$ cat src/rtl/mem_port_arbiter.sv
// mem_port_arbiter
//   Shares one single-port memory between the fetch port (if_*) and the
//   load/store port (d_*). Each access runs IDLE -> BUSY -> DONE; contention
//   in IDLE alternates on the last-served requester (data wins first).
//   Byte enables and lane-replicated write data come from d_size/d_addr.
//   Load data is right-justified and sign-extended. A watchdog aborts a BUSY
//   access after TIMEOUT cycles without mem_ready.
//
// Ports
//   clk, rst_n        clock, synchronous active-low reset
//   if_req/if_addr    fetch request (word access); if_rdata/if_ack/if_err
//   d_req/d_we/d_size/d_addr/d_wdata  data request; d_rdata/d_ack/d_err
//   mem_req/mem_we/mem_be/mem_addr/mem_wdata  memory strobe and payload
//   mem_rdata/mem_ready                        memory response
//
// Configuration
//   MEM_ARB_MISALIGN_EN  when defined, misaligned word/half data accesses and
//                        misaligned fetches complete with an error pulse and
//                        no memory access.
module mem_port_arbiter #(
   parameter int unsigned ADDR_W  = 32,
   parameter int unsigned TIMEOUT = 255
) (
   input  logic              clk,
   input  logic              rst_n,
   input  logic              if_req,
   input  logic [ADDR_W-1:0] if_addr,
   output logic [31:0]       if_rdata,
   output logic              if_ack,
   output logic              if_err,
   input  logic              d_req,
   input  logic              d_we,
   input  logic [1:0]        d_size,
   input  logic [ADDR_W-1:0] d_addr,
   input  logic [31:0]       d_wdata,
   output logic [31:0]       d_rdata,
   output logic              d_ack,
   output logic              d_err,
   output logic              mem_req,
   output logic              mem_we,
   output logic [3:0]        mem_be,
   output logic [ADDR_W-1:0] mem_addr,
   output logic [31:0]       mem_wdata,
   input  logic [31:0]       mem_rdata,
   input  logic              mem_ready
);

   localparam logic [1:0] SzWord = 2'b00;
   localparam logic [1:0] SzByte = 2'b01;
   localparam logic [1:0] SzRsvd = 2'b10;
   localparam logic [1:0] SzHalf = 2'b11;

   // Abort fires in the BUSY cycle whose count (including itself) hits TIMEOUT.
   localparam logic [7:0] WdLast = 8'(TIMEOUT - 1);

   typedef enum logic [1:0] {StIdle, StBusy, StDone} state_e;

   state_e state_q, state_d;

   logic              last_d_q, last_d_d;   // 1 = data was granted last
   logic              sel_d_q, sel_d_d;     // 1 = current access is data
   logic              err_q, err_d;
   logic [7:0]        wd_q, wd_d;
   logic              we_q, we_d;
   logic [3:0]        be_q, be_d;
   logic [ADDR_W-1:0] addr_q, addr_d;
   logic [31:0]       wdata_q, wdata_d;
   logic [1:0]        size_q, size_d;
   logic [1:0]        off_q, off_d;
   logic [31:0]       rdata_q, rdata_d;

   logic        any_req;
   logic        grant_d;
   logic        d_bad;
   logic        if_bad;
   logic        req_bad;
   logic        wd_hit;
   logic        done;
   logic [3:0]  d_be;
   logic [31:0] d_wd;
   logic [15:0] ld_half;
   logic [7:0]  ld_byte;
   logic [31:0] ld_data;

   assign any_req = if_req | d_req;
   assign grant_d = d_req & (~if_req | ~last_d_q);
   assign wd_hit  = (wd_q == WdLast);

`ifdef MEM_ARB_MISALIGN_EN
   assign d_bad  = (d_size == SzRsvd)
                 | ((d_size == SzWord) & (d_addr[1:0] != 2'b00))
                 | ((d_size == SzHalf) & d_addr[0]);
   assign if_bad = (if_addr[1:0] != 2'b00);
`else
   logic unused_if_lsb;
   assign d_bad         = (d_size == SzRsvd);
   assign if_bad        = 1'b0;
   assign unused_if_lsb = ^if_addr[1:0];
`endif

   assign req_bad = grant_d ? d_bad : if_bad;

   // Store lane selection and replication.
   always_comb begin
      d_be = 4'b1111;
      d_wd = d_wdata;
      case (d_size)
         SzHalf: begin
            d_be = d_addr[1] ? 4'b1100 : 4'b0011;
            d_wd = {2{d_wdata[15:0]}};
         end
         SzByte: begin
            d_be = 4'b0001 << d_addr[1:0];
            d_wd = {4{d_wdata[7:0]}};
         end
         default: ;
      endcase
   end

   // Load lane extraction from the registered size/offset of the access.
   always_comb begin
      ld_half = off_q[1] ? mem_rdata[31:16] : mem_rdata[15:0];
      case (off_q)
         2'd1:    ld_byte = mem_rdata[15:8];
         2'd2:    ld_byte = mem_rdata[23:16];
         2'd3:    ld_byte = mem_rdata[31:24];
         default: ld_byte = mem_rdata[7:0];
      endcase
      case (size_q)
         SzHalf:  ld_data = {{16{ld_half[15]}}, ld_half};
         SzByte:  ld_data = {{24{ld_byte[7]}}, ld_byte};
         default: ld_data = mem_rdata;
      endcase
   end

   // FSM state register.
   always_ff @(posedge clk) begin
      if (!rst_n) begin
         state_q <= StIdle;
      end else begin
         state_q <= state_d;
      end
   end

   // FSM next state.
   always_comb begin
      state_d = state_q;
      case (state_q)
         StIdle: if (any_req) state_d = req_bad ? StDone : StBusy;
         StBusy: if (mem_ready || wd_hit) state_d = StDone;
         StDone: state_d = StIdle;
         default: state_d = StIdle;
      endcase
   end

   // FSM outputs.
   always_comb begin
      done      = (state_q == StDone);
      mem_req   = (state_q == StBusy);
      mem_we    = mem_req & we_q;
      mem_be    = be_q;
      mem_addr  = addr_q;
      mem_wdata = wdata_q;
      if_ack    = done & ~sel_d_q & ~err_q;
      if_err    = done & ~sel_d_q & err_q;
      d_ack     = done & sel_d_q & ~err_q;
      d_err     = done & sel_d_q & err_q;
      if_rdata  = (done & ~sel_d_q) ? rdata_q : 32'h0;
      d_rdata   = (done & sel_d_q) ? rdata_q : 32'h0;
   end

   // Access payload, arbitration history and watchdog next state.
   always_comb begin
      last_d_d = last_d_q;
      sel_d_d  = sel_d_q;
      err_d    = err_q;
      wd_d     = wd_q;
      we_d     = we_q;
      be_d     = be_q;
      addr_d   = addr_q;
      wdata_d  = wdata_q;
      size_d   = size_q;
      off_d    = off_q;
      rdata_d  = rdata_q;
      case (state_q)
         StIdle: begin
            if (any_req) begin
               last_d_d = grant_d;
               sel_d_d  = grant_d;
               err_d    = req_bad;
               wd_d     = 8'd0;
               if (grant_d) begin
                  we_d    = d_we;
                  be_d    = d_be;
                  addr_d  = {d_addr[ADDR_W-1:2], 2'b00};
                  wdata_d = d_wd;
                  size_d  = d_size;
                  off_d   = d_addr[1:0];
               end else begin
                  we_d    = 1'b0;
                  be_d    = 4'b1111;
                  addr_d  = {if_addr[ADDR_W-1:2], 2'b00};
                  wdata_d = 32'h0;
                  size_d  = SzWord;
                  off_d   = 2'b00;
               end
            end
         end
         StBusy: begin
            // mem_ready beats the watchdog when both land in the same cycle.
            if (mem_ready) begin
               rdata_d = sel_d_q ? ld_data : mem_rdata;
               err_d   = 1'b0;
            end else if (wd_hit) begin
               err_d = 1'b1;
            end else begin
               wd_d = wd_q + 8'd1;
            end
         end
         default: ;
      endcase
   end

   always_ff @(posedge clk) begin
      if (!rst_n) begin
         last_d_q <= 1'b0;
         sel_d_q  <= 1'b0;
         err_q    <= 1'b0;
         wd_q     <= 8'd0;
         we_q     <= 1'b0;
         be_q     <= 4'b0000;
         addr_q   <= '0;
         wdata_q  <= 32'h0;
         size_q   <= SzWord;
         off_q    <= 2'b00;
         rdata_q  <= 32'h0;
      end else begin
         last_d_q <= last_d_d;
         sel_d_q  <= sel_d_d;
         err_q    <= err_d;
         wd_q     <= wd_d;
         we_q     <= we_d;
         be_q     <= be_d;
         addr_q   <= addr_d;
         wdata_q  <= wdata_d;
         size_q   <= size_d;
         off_q    <= off_d;
         rdata_q  <= rdata_d;
      end
   end

endmodule

$ cat config.mk
export PLATFORM = sky130hd
export DESIGN_NAME = mem_port_arbiter
export DESIGN_NICKNAME = d
export VERILOG_FILES = /design/src/rtl/mem_port_arbiter.sv
export SDC_FILE = /design/constraint.sdc
export NUM_CORES = 1
export LEC_CHECK = 0
export ABC_AREA = 1
export ABC_CLOCK_PERIOD_IN_PS = 2000
export CORE_ASPECT_RATIO = 1.25
export CORE_MARGIN = 10
export CORE_UTILIZATION = 42
export CTS_CLUSTER_DIAMETER = 150
export DETAILED_ROUTE_END_ITERATION = 12
export GPL_TIMING_DRIVEN = 0
export PLACE_DENSITY = 0.81
export REMOVE_ABC_BUFFERS = 1
export SLEW_MARGIN = 20
export SYNTH_ARGS = -nofsm -noshare
export SYNTH_HDL_FRONTEND = slang
export SYNTH_SLANG_ARGS = --single-unit
$ cat constraint.sdc
create_clock -name clk -period 2 [get_ports clk]
set_clock_uncertainty 0.2 [all_clocks]
set_input_delay 0.3 -clock clk [delete_from_list [all_inputs] [get_ports clk]]
set_output_delay 0.3 -clock clk [all_outputs]
set_load 0.01 [all_outputs]
==> summary.md <==
| Metric | Value |
|---|---|
| Crit path max fanout | `12` |
| Fillers | `1150` |
| Total CTS buffers | `17` |
| TritonCTS Sinks | `115` |
| Placed cell areas | `0.008571 mm²` |
| Post-Route WL | `25.48 mm` |
| Post-synth top area share | `0.3845` |
| Inst Count DP | `1246` |
| Row cnt | `48` |
| Ys Warns | `0` |
| Critical path data required time | `1.50 ns` |
| Die area | `0.01946 mm²` |
| Top cells by area, synth | `dfxtp_1 38%, nor2_1 8.8%, o21ai_0 6.9%, nand3_1 6.5%, nand2_1 6.5%` |
| Design Area, Final | `0.009604 mm²` |
| Worst-path clk slew | `0.06 ns` |
| Die Ht | `153.5 µm` |
| I/O Buffers | `269` |
| Final Non-Filler Cells | `1329` |
| Crit-path slowest cell | `dfxtp_4` |
| Slew HR | `0.3891` |
| Worst setup EP type | `output port` |
| CTS root buffer | `clkbuf_16` |
| Seq cells post-synth | `115` |
| Static Leakage | `3.940 nW` |
| Core Region | `0.01387 mm²` |
| Via count | `7253` |
| Syn Area/Cell | `6.955 µm²` |
| Hold_buf cts | `0` |
| Worst path max stage delay | `0.37 ns` |
| CTS tree | `built` |
| Layout cells sized above 1 | `0.1832` |
| Wirelength per Cell | `19.17 µm` |
| DRT Pass-1 Iters | `6` |
| Crit start category | `flop` |
| Clock Latency Late Sink | `0.41 ns` |
| Slew at the pin with the worst max-slew slack | `0.9151 ns` |
| Worst VDD drop | `0.5412 mV` |
| Status | `complete, no violations` |
| Vias per inst | `5.457` |
| Post-synthesis sequential area ratio | `0.3845` |
| Power Density | `784.4 mW/mm²` |
| Netlist cell types | `39` |
| Area grow syn2layout | `60.38%` |
| IO Count | `274` |
| DRC Markers | `0` |
| Final period utilization | `0.9925` |
| Syn Std Cell Area | `0.005988 mm²` |
| Pins Over Slew Limit | `0` |
| Final HPWL DP | `15.53 mm` |
| FF/Latch Area | `0.002315 mm²` |
| First-pass GRT wire length | `37.34 mm` |
| GP Congestion | `0.8468` |
| Fmax | `503.8 MHz` |
| Max_cap viols | `0` |
| Crit-path cells | `clkinv_8 > buf_4 > nand3_4 > buf_12 > nor2_1 > buf_2` |
| Initial antenna violation count | `2` |
| GRT overflow | `0` |
| Vias in the first global route | `6899` |
| H-tree level count | `4` |
| Post-layout util | `0.6923` |
| Synth Instances | `861` |
| Initial cell density of the core | `0.4316` |
| Routed Antenna Nets | `0` |
| Worst min path class | `primary input to flop` |
| Final setup violation count | `0` |
| All-layer global routing usage | `0.2370` |
| Longest Clk Path Bufs | `2` |
| Period minus WS final | `1.985 ns` |
| Hold_ws | `0.1978 ns` |
| Critical path arrival | `1.49 ns` |
| RSZ-0062 raised after global routing | `true` |
| Critical path class | `flop to output port` |
| Multi-input logic area | `0.003256 mm²` |
| Largest net degree at the start of global routing | `65` |
| Synth area leader | `dfxtp_1` |
| Die width | `126.8 µm` |
| Count of final hold-check violations | `0` |
| Final nets | `1277` |
| DR iter-0 viols | `734` |
==> sequential cells by signal (all words and copies together) (netlist names) <==
name	cells
mem_wdata	32
rdata_q	32
mem_addr	30
wd_q	8
mem_be	4
off_q	2
size_q	2
state_q	2
err_q	1
sel_d_q	1
we_q	1
==> placed cells by master, fill, tap and decap left out, drive strengths merged, types with 2 or more instances in the layout <==
| master | synthesis | final |
|---|---|---|
| clkbuf | 11 | 31 |
| clkdlybuf4s50 | 0 | 197 |
| nand4 | 2 | 2 |
| o22ai | 3 | 3 |
| o21ai | 131 | 131 |
| buf | 50 | 86 |
| clkinvlp | 0 | 5 |
| a21oi | 66 | 66 |
| nor2 | 147 | 149 |
| nand2 | 114 | 114 |
| inv | 90 | 92 |
| conb | 1 | 2 |
| o221ai | 8 | 8 |
| a31oi | 3 | 3 |
| dlygate4sd2 | 0 | 5 |
| clkdlybuf4s15 | 0 | 6 |
| xor2 | 3 | 3 |
| bufinv | 0 | 2 |
| dfxtp | 115 | 115 |
| clkinv | 1 | 7 |
| diode | 0 | 2 |
| o31ai | 30 | 30 |
| ha | 2 | 2 |
| nand3 | 81 | 90 |
==> final cells by class <==
cell class | instances | area share
Antenna cell | 2 | 0.0005211
Clock buffer | 18 | 0.04573
Clock inverter | 14 | 0.01615
Inverter | 91 | 0.04078
Multi-Input combinational cell | 606 | 0.3390
Sequential cell | 115 | 0.2410
Tap cell | 175 | 0.02280
Timing Repair Buffer | 307 | 0.2929
Timing Repair inverter | 1 | 0.001172
==> path summary, 6_finish.rpt <==
| kind | start | end | slack, ns | depth (start not counted) |
|---|---|---|---|---|
| worst max-delay path | state_q[0]$_SDFFE_PN0P_ | if_rdata[5] | 0.01 | 6 |
| worst min-delay path | rst_n | rdata_q[9]$_SDFFE_PN0P_ | 0.20 | 3 |
| worst max register to register | state_q[1]$_SDFFE_PN0P_ | mem_wdata[27]$_SDFFE_PN0P_ | 0.03 | 9 |
| worst min register to register | mem_wdata[8]$_SDFFE_PN0P_ | mem_wdata[8]$_SDFFE_PN0P_ | 0.27 | 2 |
==> synthesized netlist by cell type (all sizes together) <==
| cell type | count |
|---|---|
| o221ai | 8 |
| o22ai | 3 |
| clkinv | 1 |
| nand3 | 81 |
| o211ai | 1 |
| dfxtp | 115 |
| conb | 1 |
| a31oi | 3 |
| or2 | 1 |
| a21oi | 66 |
| nor2 | 147 |
| o31ai | 30 |
| clkbuf | 11 |
| inv | 90 |
| xor2 | 3 |
| nor3 | 1 |
| nand4 | 2 |
| buf | 50 |
| nand2 | 114 |
| ha | 2 |
| o21ai | 131 |
==> critical path: cells and delay by family, from the launching register on <==
kind          cells  cell delay, ns
flops             1            0.37
simple gates      2            0.20
buf+inv           4            0.51
==> routing by layer <==
layer / wire, µm / GRT usage
met1: 9203 / 0.2521
met2: 12650 / 0.4069
met3: 2748 / 0.09942
met4: 871 / 0.08854
met5: 0 / 0
==> repair_timing <==
item,4_1_cts,5_1_grt
gates resized for setup,252,75
setup buffers,25,12
cloned,8,5
endpoints found under the hold margin,0,0
endpoints found under the setup margin,152,149
pin swaps,7,18
==> cell families (layout without fill, tap and decap cells) <==
| family | Yosys count | in the layout | share of synthesized area |
|---|---|---|---|
| AND/OR/NAND/NOR | 346 | 357 | 0.2557 |
| adder cells (fa/ha/maj) | 2 | 2 | 0.004178 |
| buffers and inverters | 152 | 431 | 0.1185 |
| AO/OA/AOI/OAI | 242 | 242 | 0.2321 |
| other | 1 | 4 | 0.0006262 |
| flip-flops | 115 | 115 | 0.3845 |
| XOR/XNOR | 3 | 3 | 0.004389 |
==> power by group <==
| group | internal, mW | leakage, nW | switching, mW |
|---|---|---|---|
| combinational | 0.858 | 2.72 | 0.974 |
| sequential | 2.50 | 0.945 | 0.133 |
| clock | 1.88 | 0.276 | 1.19 |
==> per-stage QoR <==
stage / setup WS (ns) / power (mW) / setup TNS (ns)
2_1_floorplan: -0.01898 / 3.330 / -0.6455
4_1_cts: -0.1155 / 7.408 / -3.016
5_1_grt: -0.05024 / 7.835 / -0.4122
6_report: 0.01498 / 7.533 / 0
3_5_place_dp: -1.070 / 4.170 / -105.03
3_3_place_gp: -3.616 / 4.144 / -406.64
No activity file was read; power rests on OpenSTA's default activity.
